[src/rtl/cipher_pkg.sv]
// ---------------------------------------------------------------------------
// cipher_pkg
// Shared types and constants for the stream-cipher feeder slice.
//   feeder_state_t : feeder FSM states (IDLE, SETUP, STROBE, HOLD)
//   BYTE_W         : width of one plaintext byte
//   ASCII_MIN/MAX  : printable-ASCII window used by the optional byte filter
//   isPrintable()  : true when a byte lies inside that window
// ---------------------------------------------------------------------------
package cipher_pkg;

    localparam int BYTE_W = 8;

    localparam logic [BYTE_W-1:0] ASCII_MIN = 8'h20;
    localparam logic [BYTE_W-1:0] ASCII_MAX = 8'h7E;

    typedef enum logic [1:0] {
        IDLE   = 2'd0,
        SETUP  = 2'd1,
        STROBE = 2'd2,
        HOLD   = 2'd3
    } feeder_state_t;

    function automatic logic isPrintable(input logic [BYTE_W-1:0] b);
        return (b >= ASCII_MIN) && (b <= ASCII_MAX);
    endfunction

endpackage

[src/rtl/cipher_feeder_if.sv]
// ---------------------------------------------------------------------------
// cipher_feeder_if
// Bundles the feeder's byte handshake and its cipher-facing outputs.
//   in_data/in_valid/in_ready : plaintext byte handshake (producer -> feeder)
//   clear                     : synchronous flush request
//   enc_data/enc_encrypt/enc_inc : drive the cipher's ui_in, uio_in[1], uio_in[0]
//   msg_count/msg_full        : bytes strobed since reset/clear, and saturation flag
//   busy                      : feeder FSM not idle
//   drop_err                  : pulse when a byte is filtered out
// Modports: master = producer/observer side, slave = the feeder itself.
// ---------------------------------------------------------------------------
interface cipher_feeder_if
    import cipher_pkg::*;
#(
    parameter int MSG_MAX = 4
) ();

    localparam int CNT_W = $clog2(MSG_MAX + 1);

    logic [BYTE_W-1:0] in_data;
    logic              in_valid;
    logic              in_ready;
    logic              clear;
    logic [BYTE_W-1:0] enc_data;
    logic              enc_encrypt;
    logic              enc_inc;
    logic [CNT_W-1:0]  msg_count;
    logic              msg_full;
    logic              busy;
    logic              drop_err;

    modport master (
        output in_data, in_valid, clear,
        input  in_ready, enc_data, enc_encrypt, enc_inc,
               msg_count, msg_full, busy, drop_err
    );

    modport slave (
        input  in_data, in_valid, clear,
        output in_ready, enc_data, enc_encrypt, enc_inc,
               msg_count, msg_full, busy, drop_err
    );

endinterface

[src/rtl/cipher_feeder_fifo.sv]
// ---------------------------------------------------------------------------
// feeder_fifo
// DEPTH x BYTE_W register FIFO buffering plaintext bytes for the feeder.
// DEPTH must be a power of two (>= 2) so the pointers wrap naturally.
//   clk, rst_n : clock, asynchronous active-low reset
//   i_push     : write i_data (ignored when full)
//   i_pop      : drop the head entry (ignored when empty)
//   i_flush    : synchronous empty, wins over push and pop
//   i_data     : byte to write
//   o_head     : current head entry
//   o_count    : number of stored entries (0..DEPTH)
//   o_full     : o_count == DEPTH
//   o_empty    : o_count == 0
// ---------------------------------------------------------------------------
module feeder_fifo
    import cipher_pkg::*;
#(
    parameter int DEPTH = 4
) (
    input  logic                       clk,
    input  logic                       rst_n,
    input  logic                       i_push,
    input  logic                       i_pop,
    input  logic                       i_flush,
    input  logic [BYTE_W-1:0]          i_data,
    output logic [BYTE_W-1:0]          o_head,
    output logic [$clog2(DEPTH):0]     o_count,
    output logic                       o_full,
    output logic                       o_empty
);

    localparam int AW = $clog2(DEPTH);
    localparam int CW = AW + 1;

    logic [BYTE_W-1:0] r_mem [DEPTH];
    logic [AW-1:0]     r_wrPtr;
    logic [AW-1:0]     r_rdPtr;
    logic [CW-1:0]     r_count;

    logic w_doPush;
    logic w_doPop;

    assign o_full   = (r_count == CW'(DEPTH));
    assign o_empty  = (r_count == '0);
    assign o_count  = r_count;
    assign o_head   = r_mem[r_rdPtr];

    // A full FIFO refuses a write even when a pop happens the same cycle.
    assign w_doPush = i_push & ~o_full;
    assign w_doPop  = i_pop & ~o_empty;

    // Pointer and occupancy bookkeeping; flush simply rewinds everything.
    always_ff @(posedge clk or negedge rst_n) begin
        if (!rst_n) begin
            r_wrPtr <= '0;
            r_rdPtr <= '0;
            r_count <= '0;
        end else if (i_flush) begin
            r_wrPtr <= '0;
            r_rdPtr <= '0;
            r_count <= '0;
        end else begin
            if (w_doPush) begin
                r_wrPtr <= r_wrPtr + 1'b1;
            end
            if (w_doPop) begin
                r_rdPtr <= r_rdPtr + 1'b1;
            end
            case ({w_doPush, w_doPop})
                2'b10:   r_count <= r_count + 1'b1;
                2'b01:   r_count <= r_count - 1'b1;
                default: r_count <= r_count;
            endcase
        end
    end

    // Storage needs no reset: entries are only read once counted as valid.
    always_ff @(posedge clk) begin
        if (w_doPush && !i_flush) begin
            r_mem[r_wrPtr] <= i_data;
        end
    end

endmodule

[src/rtl/cipher_feeder.sv]
// ---------------------------------------------------------------------------
// cipher_feeder
// Upstream feeder for the chained-XOR stream-cipher stage. Plaintext bytes
// arrive over a valid/ready handshake, are buffered in feeder_fifo, and are
// then presented to the cipher one at a time: data and encrypt are set up one
// cycle before the one-cycle inc strobe and held GAP cycles after it.
//
// Parameters:
//   DEPTH   : FIFO entries (power of two, >= 2)
//   MSG_MAX : bytes the cipher register holds; feeding stops at this count
//   GAP     : HOLD cycles after each strobe (1..15)
// Ports:
//   clk, rst_n : sole clock, asynchronous active-low reset
//   bus        : cipher_feeder_if.slave (handshake, clear, cipher drive,
//                msg_count/msg_full, busy, drop_err)
//
// Build option: FEEDER_ASCII_FILTER_EN -- when defined, bytes outside
// 0x20..0x7E complete the handshake but are discarded and drop_err pulses;
// when undefined every accepted byte is queued and drop_err is tied 0.
// ---------------------------------------------------------------------------
module cipher_feeder
    import cipher_pkg::*;
#(
    parameter int DEPTH   = 4,
    parameter int MSG_MAX = 4,
    parameter int GAP     = 1
) (
    input  logic            clk,
    input  logic            rst_n,
    cipher_feeder_if.slave  bus
);

    localparam int                 CNT_W    = $clog2(MSG_MAX + 1);
    localparam int                 FIFO_CW  = $clog2(DEPTH) + 1;
    localparam logic [CNT_W-1:0]   MSG_LAST = CNT_W'(MSG_MAX);
    localparam logic [3:0]         GAP_LAST = 4'(GAP - 1);

    logic [BYTE_W-1:0]  w_fifoHead;
    logic [FIFO_CW-1:0] w_fifoCount;
    logic               w_fifoFull;
    logic               w_fifoEmpty;

    logic               w_inReady;
    logic               w_accept;
    logic               w_keep;
    logic               w_push;
    logic               w_pop;
    logic               w_canStart;

    feeder_state_t      r_state;
    logic [BYTE_W-1:0]  r_encData;
    logic               r_encEncrypt;
    logic               r_encInc;
    logic               r_busy;
    logic               r_msgFull;
    logic [CNT_W-1:0]   r_msgCount;
    logic [3:0]         r_gapCnt;

    // Ready follows the registered occupancy; clear and reset both refuse bytes.
    assign w_inReady = rst_n & ~bus.clear & (w_fifoCount < FIFO_CW'(DEPTH));
    assign w_accept  = bus.in_valid & w_inReady;

`ifdef FEEDER_ASCII_FILTER_EN
    assign w_keep = isPrintable(bus.in_data);
`else
    assign w_keep = 1'b1;
`endif

    assign w_push = w_accept & w_keep & ~w_fifoFull;

    // A new byte may start from IDLE, or directly from the last HOLD cycle so
    // back-to-back bytes stream at one per 2+GAP cycles.
    assign w_canStart = ~w_fifoEmpty & ~r_msgFull;
    assign w_pop      = ~bus.clear & w_canStart &
                        ((r_state == IDLE) ||
                         ((r_state == HOLD) && (r_gapCnt == '0)));

    feeder_fifo #(
        .DEPTH (DEPTH)
    ) u_fifo (
        .clk     (clk),
        .rst_n   (rst_n),
        .i_push  (w_push),
        .i_pop   (w_pop),
        .i_flush (bus.clear),
        .i_data  (bus.in_data),
        .o_head  (w_fifoHead),
        .o_count (w_fifoCount),
        .o_full  (w_fifoFull),
        .o_empty (w_fifoEmpty)
    );

    // Feeder FSM with registered cipher drive, GAP countdown and message
    // count. Clear overrides every state but leaves enc_data untouched,
    // since the cipher register itself is not cleared.
    always_ff @(posedge clk or negedge rst_n) begin
        if (!rst_n) begin
            r_state      <= IDLE;
            r_encData    <= '0;
            r_encEncrypt <= 1'b0;
            r_encInc     <= 1'b0;
            r_busy       <= 1'b0;
            r_msgFull    <= 1'b0;
            r_msgCount   <= '0;
            r_gapCnt     <= '0;
        end else if (bus.clear) begin
            r_state      <= IDLE;
            r_encEncrypt <= 1'b0;
            r_encInc     <= 1'b0;
            r_busy       <= 1'b0;
            r_msgFull    <= 1'b0;
            r_msgCount   <= '0;
            r_gapCnt     <= '0;
        end else begin
            case (r_state)
                IDLE: begin
                    if (w_pop) begin
                        r_encData    <= w_fifoHead;
                        r_encEncrypt <= 1'b1;
                        r_busy       <= 1'b1;
                        r_state      <= SETUP;
                    end
                end
                SETUP: begin
                    r_encInc <= 1'b1;
                    r_state  <= STROBE;
                end
                STROBE: begin
                    r_encInc <= 1'b0;
                    r_gapCnt <= GAP_LAST;
                    r_state  <= HOLD;
                    if (r_msgCount != MSG_LAST) begin
                        r_msgCount <= r_msgCount + 1'b1;
                        r_msgFull  <= (r_msgCount == (MSG_LAST - 1'b1));
                    end
                end
                HOLD: begin
                    if (r_gapCnt != '0) begin
                        r_gapCnt <= r_gapCnt - 1'b1;
                    end else if (w_pop) begin
                        r_encData <= w_fifoHead;
                        r_state   <= SETUP;
                    end else begin
                        r_encEncrypt <= 1'b0;
                        r_busy       <= 1'b0;
                        r_state      <= IDLE;
                    end
                end
                default: begin
                    r_state <= IDLE;
                end
            endcase
        end
    end

`ifdef FEEDER_ASCII_FILTER_EN
    logic r_dropErr;

    // One-cycle pulse after an edge that handshook a non-printable byte.
    always_ff @(posedge clk or negedge rst_n) begin
        if (!rst_n) begin
            r_dropErr <= 1'b0;
        end else begin
            r_dropErr <= w_accept & ~w_keep;
        end
    end

    assign bus.drop_err = r_dropErr;
`else
    assign bus.drop_err = 1'b0;
`endif

    assign bus.in_ready    = w_inReady;
    assign bus.enc_data    = r_encData;
    assign bus.enc_encrypt = r_encEncrypt;
    assign bus.enc_inc     = r_encInc;
    assign bus.busy        = r_busy;
    assign bus.msg_full    = r_msgFull;
    assign bus.msg_count   = r_msgCount;

endmodule

[src/flat_wrapper.sv]
// flat-port wrapper written by rule: the top's interface ports become plain ports
module cipher_feeder_flat import cipher_pkg::*;
#(
    parameter int DEPTH   = 4,
    parameter int MSG_MAX = 4,
    parameter int GAP     = 1
)
  (clk, rst_n, bus_in_data, bus_in_valid, bus_clear, bus_in_ready, bus_enc_data, bus_enc_encrypt, bus_enc_inc, bus_msg_count, bus_msg_full, bus_busy, bus_drop_err);
  cipher_feeder_if #(.MSG_MAX(MSG_MAX)) bus_i ();
  input  logic clk;
  input  logic rst_n;
  input wire logic [$bits(bus_i.in_data)-1:0] bus_in_data;
  input wire logic [$bits(bus_i.in_valid)-1:0] bus_in_valid;
  input wire logic [$bits(bus_i.clear)-1:0] bus_clear;
  output wire logic [$bits(bus_i.in_ready)-1:0] bus_in_ready;
  output wire logic [$bits(bus_i.enc_data)-1:0] bus_enc_data;
  output wire logic [$bits(bus_i.enc_encrypt)-1:0] bus_enc_encrypt;
  output wire logic [$bits(bus_i.enc_inc)-1:0] bus_enc_inc;
  output wire logic [$bits(bus_i.msg_count)-1:0] bus_msg_count;
  output wire logic [$bits(bus_i.msg_full)-1:0] bus_msg_full;
  output wire logic [$bits(bus_i.busy)-1:0] bus_busy;
  output wire logic [$bits(bus_i.drop_err)-1:0] bus_drop_err;
  assign bus_i.in_data = bus_in_data;
  assign bus_i.in_valid = bus_in_valid;
  assign bus_i.clear = bus_clear;
  assign bus_in_ready = bus_i.in_ready;
  assign bus_enc_data = bus_i.enc_data;
  assign bus_enc_encrypt = bus_i.enc_encrypt;
  assign bus_enc_inc = bus_i.enc_inc;
  assign bus_msg_count = bus_i.msg_count;
  assign bus_msg_full = bus_i.msg_full;
  assign bus_busy = bus_i.busy;
  assign bus_drop_err = bus_i.drop_err;
  cipher_feeder #(.DEPTH(DEPTH), .MSG_MAX(MSG_MAX), .GAP(GAP)) u_core (.clk(clk), .rst_n(rst_n), .bus(bus_i));
endmodule
[config.mk]
export PLATFORM = sky130hd
export DESIGN_NAME = cipher_feeder_flat
export DESIGN_NICKNAME = d
export VERILOG_FILES = /design/src/rtl/cipher_pkg.sv /design/src/rtl/cipher_feeder_if.sv /design/src/rtl/cipher_feeder_fifo.sv /design/src/rtl/cipher_feeder.sv /design/src/flat_wrapper.sv
export SDC_FILE = /design/constraint.sdc
export NUM_CORES = 1
export LEC_CHECK = 0
export CAP_MARGIN = 20
export CORE_MARGIN = 8
export CORE_UTILIZATION = 40
export DETAILED_ROUTE_END_ITERATION = 10
export HOLD_SLACK_MARGIN = 0.05
export PLACE_DENSITY = 0.62
export SETUP_SLACK_MARGIN = 0.02
export SLEW_MARGIN = 30
export SYNTH_ARGS = -nofsm -noshare
export SYNTH_HDL_FRONTEND = slang
export SYNTH_SLANG_ARGS = --single-unit
[constraint.sdc]
create_clock -name clk -period 3.37 [get_ports clk]
set_input_delay 0.674 -clock clk [delete_from_list [all_inputs] [get_ports clk]]
set_output_delay 0.674 -clock clk [all_outputs]
set_load 0.01 [all_outputs]
# Yosys cells after proc, flatten, opt, wreduce, memory -nomap -nowiden
# Memory sizes are Yosys's and may differ from the RTL's.
# Cells that the tools add are included.
# classes
eq_ne	13
n_bitwise	13
reduce_logical	22
mux	32
addsub	6
n_lt_le_gt_ge	1
# op_table
op	n
2-to-1 mux 8 bit	2
one-hot mux 8 bit (2 select lines)	1
inequality test 3 bit (second input constant)	5
2-to-1 mux 2 bit	7
2-to-1 mux 3 bit	4
nonzero test 3 bit	4
2-to-1 mux 1 bit	11
nonzero test 2 bit	5
AND 1 bit	9
2-to-1 mux 4 bit	2
one-hot mux 2 bit (4 select lines)	1
one-hot mux 4 bit (2 select lines)	1
adder 3 x 1 -> 3 bit (second input constant)	2
== test 2 bit (second input constant)	3
one-hot mux 3 bit (2 select lines)	1
AND reduction 2 bit	3
adder 2 x 1 -> 2 bit (second input constant)	2
== test 2 x 1 -> 1 bit (second input constant)	2
zero test 4 bit	1
NOT 1 bit	4
one-hot mux 1 bit (2 select lines)	2
AND reduction 4 bit	1
nonzero test 4 bit	1
subtractor 4 x 1 -> 4 bit (second input constant)	1
11 further kinds	12
# totals
output_inout_bits	17
input_bits	12
ramBits	32
wordCells	98
regBits	27
memories	1
# mem_list
memory	depth	width	read_ports	rd_clocked_by_memory_dff	write_ports	line_no	rtl
u_core.u_fifo.r_mem	4	8	1	0	1	cipher_feeder_fifo.sv:35	logic [BYTE_W-1:0] r_mem [DEPTH];

# Depth between registers and ports, before layout
# depth
depth_word	9
mapped_depth	9
mapped_depth_nobuf	9

# Cells and area by module
# From an unflattened synthesis, not the netlist that was laid out.
# hier_totals
hier_cells	210
area_unflattened_um2	2887.8
# by_module_without_submodules
module	seq_area_each_um2	cells_each	n_inst	area_per_inst_um2
feeder_fifo	1136.1	107	1	1747.9
cipher_feeder	500.5	103	1	1139.8

# Least setup slack after synthesis
# OpenSTA, ideal clock, no wires.
# synth_path
path_kind	register -> register
startpoint	register u_core.r_gapCnt[0]
endpoint	register u_core.u_fifo.r_count[1], in the netlist u_core.u_fifo.o_count[1]
n_path_buf	0
arrival_ns	2.215
path_slack_ns	1.022
setup_time_ns	0.132
path_stages_with_launch	9
synth_period_minus_slack_ns	2.348
required_ns	3.238
cell_sequence	dfrtp_1 -> inv_1 -> ha_1 -> nand4bb_4 -> a2111oi_4 -> and2_2 -> fa_1 -> a22oi_1 -> o21ai_1
# synth_between
elab_chain_len	8
word_cells_on_any_way	10
classes_between	eq/ne (2); mux (2); bitwise (2); reduce/logical (4)
# synth_lines
element	line_no	rtl
start: declaration	cipher_feeder.sv:57	logic [3:0] r_gapCnt;
start signal: assignment	cipher_feeder.sv:139	r_gapCnt <= r_gapCnt - 1'b1;
zero test 4 bit *	cipher_feeder.sv:76	((r_state == HOLD) && (r_gapCnt == '0)));
logical AND 1 bit *	cipher_feeder.sv:76	
logical OR 1 bit *	cipher_feeder.sv:75	((r_state == IDLE) ||
AND 1 bit *	cipher_feeder.sv:74	assign w_pop = ~bus.clear & w_canStart &
AND 1 bit *	cipher_feeder_fifo.sv:50	assign w_doPop = i_pop & ~o_empty;
== test 2 x 1 -> 1 bit / == test 2 bit (equally long branches)	cipher_feeder_fifo.sv:69	case ({w_doPush, w_doPop})
one-hot mux 3 bit (2 select lines)	cipher_feeder_fifo.sv:69	
2-to-1 mux 3 bit	cipher_feeder_fifo.sv:58	end else if (i_flush) begin
end signal: assignment	cipher_feeder_fifo.sv:70	2'b10: r_count <= r_count + 1'b1;
end signal: assignment	cipher_feeder_fifo.sv:71	2'b01: r_count <= r_count - 1'b1;
end signal: assignment	cipher_feeder_fifo.sv:72	default: r_count <= r_count;
end: declaration	cipher_feeder_fifo.sv:38	logic [CW-1:0] r_count;
# Every way passes the cells marked *; elsewhere a longest branch is shown, timed or not.
# A chain may end at the register's enable or synchronous reset.

# Final worst setup path
# layout_path
startpoint	input port bus_clear
endpoint	output port bus_in_ready
# layout_between
elab_chain_len	3
# layout_lines
element	line_no	rtl
start: declaration	flat_wrapper.sv:14	input wire logic [$bits(bus_i.clear)-1:0] bus_clear;
NOT 1 bit (no line)	--	
AND 1 bit (2 in series)	cipher_feeder.sv:60	assign w_inReady = rst_n & ~bus.clear & (w_fifoCount < FIFO_CW'(DEPTH));
end: declaration	flat_wrapper.sv:15	output wire logic [$bits(bus_i.in_ready)-1:0] bus_in_ready;
# Every way passes these cells.

==> metrics.md <==
| Metric | Value |
|---|---|
| Top post-synthesis cells by count | edfxtp_1 (32), dfrtp_1 (27), nor2_1 (19), ha_1 (12) |
| Number of DRC markers in iteration 0 | 40 |
| Area leader, netlist | edfxtp_1 |
| Post-Place Cell Area | roughly 3000 sq um |
| Hold Violations, Final | 0 |
| Crit path DAT | between 1.5 and 2 ns |
| Worst-Skew Late Latency | roughly 0.33 ns |
| Final ANT Viol Nets | 0 |
| Core area | around 6400 sq um |
| Global route overflow | 0 |
| Hold Buf Count CTS | 0 |
| Crit path required time | between 2 and 3 ns |
| TritonCTS clock tree | yes |
| Multi-input logic area | 950 sq um |
| HP Class | flip-flop to flip-flop |
| Crit path max fanout | 4 |
| DIE WIDTH | about 100 um |
| Root Buffer | clkbuf_8 |
| Starting density of the core | a little over two fifths |
| Antenna Cells | 0 |
| FFs w/ async S/R, synth | 45.8% |
| Antenna violations before repair | 0 |
| Number of fill cells | ~530 |
| CP max stage delay | approximately 0.57 ns |
| Row Count | 29 |
| Total number of yosys warnings | 0 |
| Synth area leaders | edfxtp_1 (36%), dfrtp_1 (25%), mux4_2 (6.8%) |
| Num Clock Sinks | between 50 and 60 |
| Outcome | complete, no violations |
| CTS buffer count | 9 |
| Flop-to-flop setup slack | around 0.80 ns |
| Clock Skews | roughly 0.0087 ns |
| Worst slew pin tran | about 0.58 ns |
| Clock tree buffer depth | 2 |
| Register Area | between 1500 and 2000 sq um |
| DR vias/cell | 4.98 |
| Yosys reg bits | 59 |
| Slew Viols, Final | 0 |
| Setup Viol. Count Final | 0 |
| Seq/Total Area, Yosys | roughly three fifths |
| Overall Global Routing Usage | 10.7% |
| EDFF count, synth | 32 |
| Port Buffers | 27 |
| Number of global-route vias before repair | about 1600 |
| Crit. End Element | output pin |
| Post-route cell area | roughly 3200 sq um |
| Mean Syn Cell Area | around 14 sq um |
| Die height | 97.7 um |
| Worst vdd ir | about 0.00034 V |
| First-pass GRT wire length | between 8 and 9 mm |
| CP delay by family, top | buffers and inverters |
| Synth Net Count | about 210 |
| Min Tclk post-route | between 2 and 3 ns |
| Nets | about 250 |
| Layout area overhead | 21.2% |
| Startpoint Class | primary input |
| Die ar. | 9540 sq um |
| # H-tree levels | 3 |
| Critical path cell sequence | clkdlybuf4s50_1 -> nor3b_1 -> clkdlybuf4s50_1 |
| Crit-path slowest cell | clkdlybuf4s50_1 |
| Fin crit share | 78.4% |
| DP Wirelength | roughly 3.1 mm |
| WL/cell | about 15 um |
| Post-CTS setup buffer count | 0 |
| Power density over the cells | 670 nW/um^2 |
| Area share of the largest cell type after synthesis | a little over a third |
| Number of I/O pins | 29 |
| Cell count of the worst reg-to-reg path | 8 |
| Worst Hold Depth | 1 |
| Routed WL | 4.60 mm |
| CTS clk-pin slew, worst paths | 0.07 ns |
| Post-CTS Resized | 0 |
| WP buf/inv | 2 |
| Length of the first detailed-routing pass in iterations | 4 |
| Worst hold slack | roughly 0.5 ns |
| Maximum clock rate | around 380 MHz |
| Layout cells sized above 1 | between 20 and 25% |
| CP Depth | 3 |
| Vias | between 1500 and 2000 |
| Max-cap violations | 0 |
| Crit path kind | primary input to output pin |
| Syn Inst Count | between 150 and 200 |
| Most numerous cell in the Yosys netlist | edfxtp_1 |
| GPL Wtd Cong | 0.742 |
| Fin Setup TNS | 0 ns |
| Unrepaired setup endpoints after global routing | false |
| Cell leakage power | ~1.2 nW |
| Post-route DRC | 0 |
| Mapped Area | between 2000 and 3000 sq um |
| Count of different cell masters after synthesis | between 40 and 50 |
| Most common cell on crit path | clkdlybuf4s50_1 |
| Worst slew margin | just over 60% |
| Top_reg_cell synth | edfxtp_1 |
| Pin count of the biggest net entering global routing | 18 |
[worst reg2reg max path, delay by kind of cell (launching register included)]
kind            cells  cell delay (ns)
buf+inv             1             0.21
simple gates        2             0.35
compound gates      3             0.64
fa+ha+maj           2             0.84
flops               1             0.42
[final timing paths]
| check | start | to |
|---|---|---|
| setup / recovery | bus_clear | bus_in_ready |
| min in group asynchronous | rst_n | u_core.bus.msg_full$_DFFE_PN0P_ |
| hold / removal | u_core.bus.enc_data[0]$_DFFE_PN0P_ | u_core.bus.enc_data[0]$_DFFE_PN0P_ |
| setup reg to reg | u_core.r_state[1]$_DFFE_PN0P_ | u_core.u_fifo.o_count[1]$_DFFE_PN0P_ |
| max in group asynchronous | rst_n | u_core.bus.enc_data[3]$_DFFE_PN0P_ |
| hold reg to reg | u_core.bus.enc_data[0]$_DFFE_PN0P_ | u_core.bus.enc_data[0]$_DFFE_PN0P_ |
[cells by family after synthesis]
family / Yosys count / synth area share (%)
AND/OR/NAND/NOR: 44 / 9.19
buffers and inverters: 19 / 3.28
flip-flops: 59 / 61.4
AO/OA/AOI/OAI: 25 / 6.00
adder cells (fa/ha/maj): 13 / 6.38
other: 1 / 0.141
XOR/XNOR: 4 / 1.60
multiplexers: 21 / 12.1
[per-stage QoR]
stage | power [mW] | cells | setup slack [ns] | utilization [%]
6_report | 2.17 | 305 | 0.727 | 50.6
3_3_place_gp | 1.57 | 289 | 0.635 | 47.7
2_1_floorplan | 1.33 | 186 | 1.02 | -
5_1_grt | 2.30 | 305 | 0.577 | 50.6
4_1_cts | 2.19 | 305 | 0.706 | 50.6
3_5_place_dp | 1.58 | 289 | 0.615 | 47.7
[flip-flops by register name, summed over array words and instances (netlist names)]
name                    count
u_core.u_fifo.r_mem        32
u_core.bus.enc_data         8
u_core.r_gapCnt             4
u_core.bus.msg_count        3
u_core.u_fifo.o_count       3
u_core.r_state              2
u_core.u_fifo.r_rdPtr       2
u_core.u_fifo.r_wrPtr       2
u_core.bus.enc_encrypt      1
u_core.bus.enc_inc          1
u_core.bus.msg_full         1
[per-layer routing]
| metal | vias to the layer above | wire [um] | GRT usage, % |
|---|---|---|---|
| met5 | - | 0 | 0 |
| met4 | 0 | 144 | 7.93 |
| met3 | 11 | 136 | 2.63 |
| met2 | 28 | 2170 | 16.1 |
| met1 | 737 | 2150 | 13.1 |
| li1 | 744 | - | - |
[where the power goes]
part           leakage [nW]  switching [mW]  internal [mW]  total (mW)
clock                0.0893           0.272          0.339       0.612
sequential            0.644          0.0847          0.862       0.946
combinational         0.491           0.261          0.347       0.608
total                  1.22           0.618           1.55        2.17
[cell usage in the layout, fill, tap and decap left out, types with 2 or more instances in the layout]
| master | count |
|---|---|
| clkinv_2 | 2 |
| a21oi_1 | 11 |
| mux2i_1 | 4 |
| o21ai_0 | 7 |
| nor2_1 | 19 |
| and2_1 | 4 |
| xnor2_1 | 2 |
| clkdlybuf4s50_1 | 27 |
| ha_1 | 12 |
| nand2_1 | 6 |
| mux4_2 | 8 |
| nor3_1 | 3 |
| edfxtp_1 | 32 |
| clkbuf_1 | 2 |
| clkbuf_8 | 9 |
| dfrtp_1 | 27 |
| clkinvlp_4 | 2 |
| inv_1 | 11 |
| mux2_2 | 9 |
| buf_4 | 7 |
[area by class of cell]
| cell class | instances | area share [%] |
|---|---|---|
| flip-flops and latches | 59 | 50.6 |
| multi-input cells | 108 | 29.4 |
| repair buffers | 34 | 9.98 |
| clock buffers | 11 | 4.06 |
| well taps | 77 | 2.98 |
| clock inverters | 5 | 1.70 |
| inverters | 11 | 1.28 |
(Power assumes the default switching activity.)
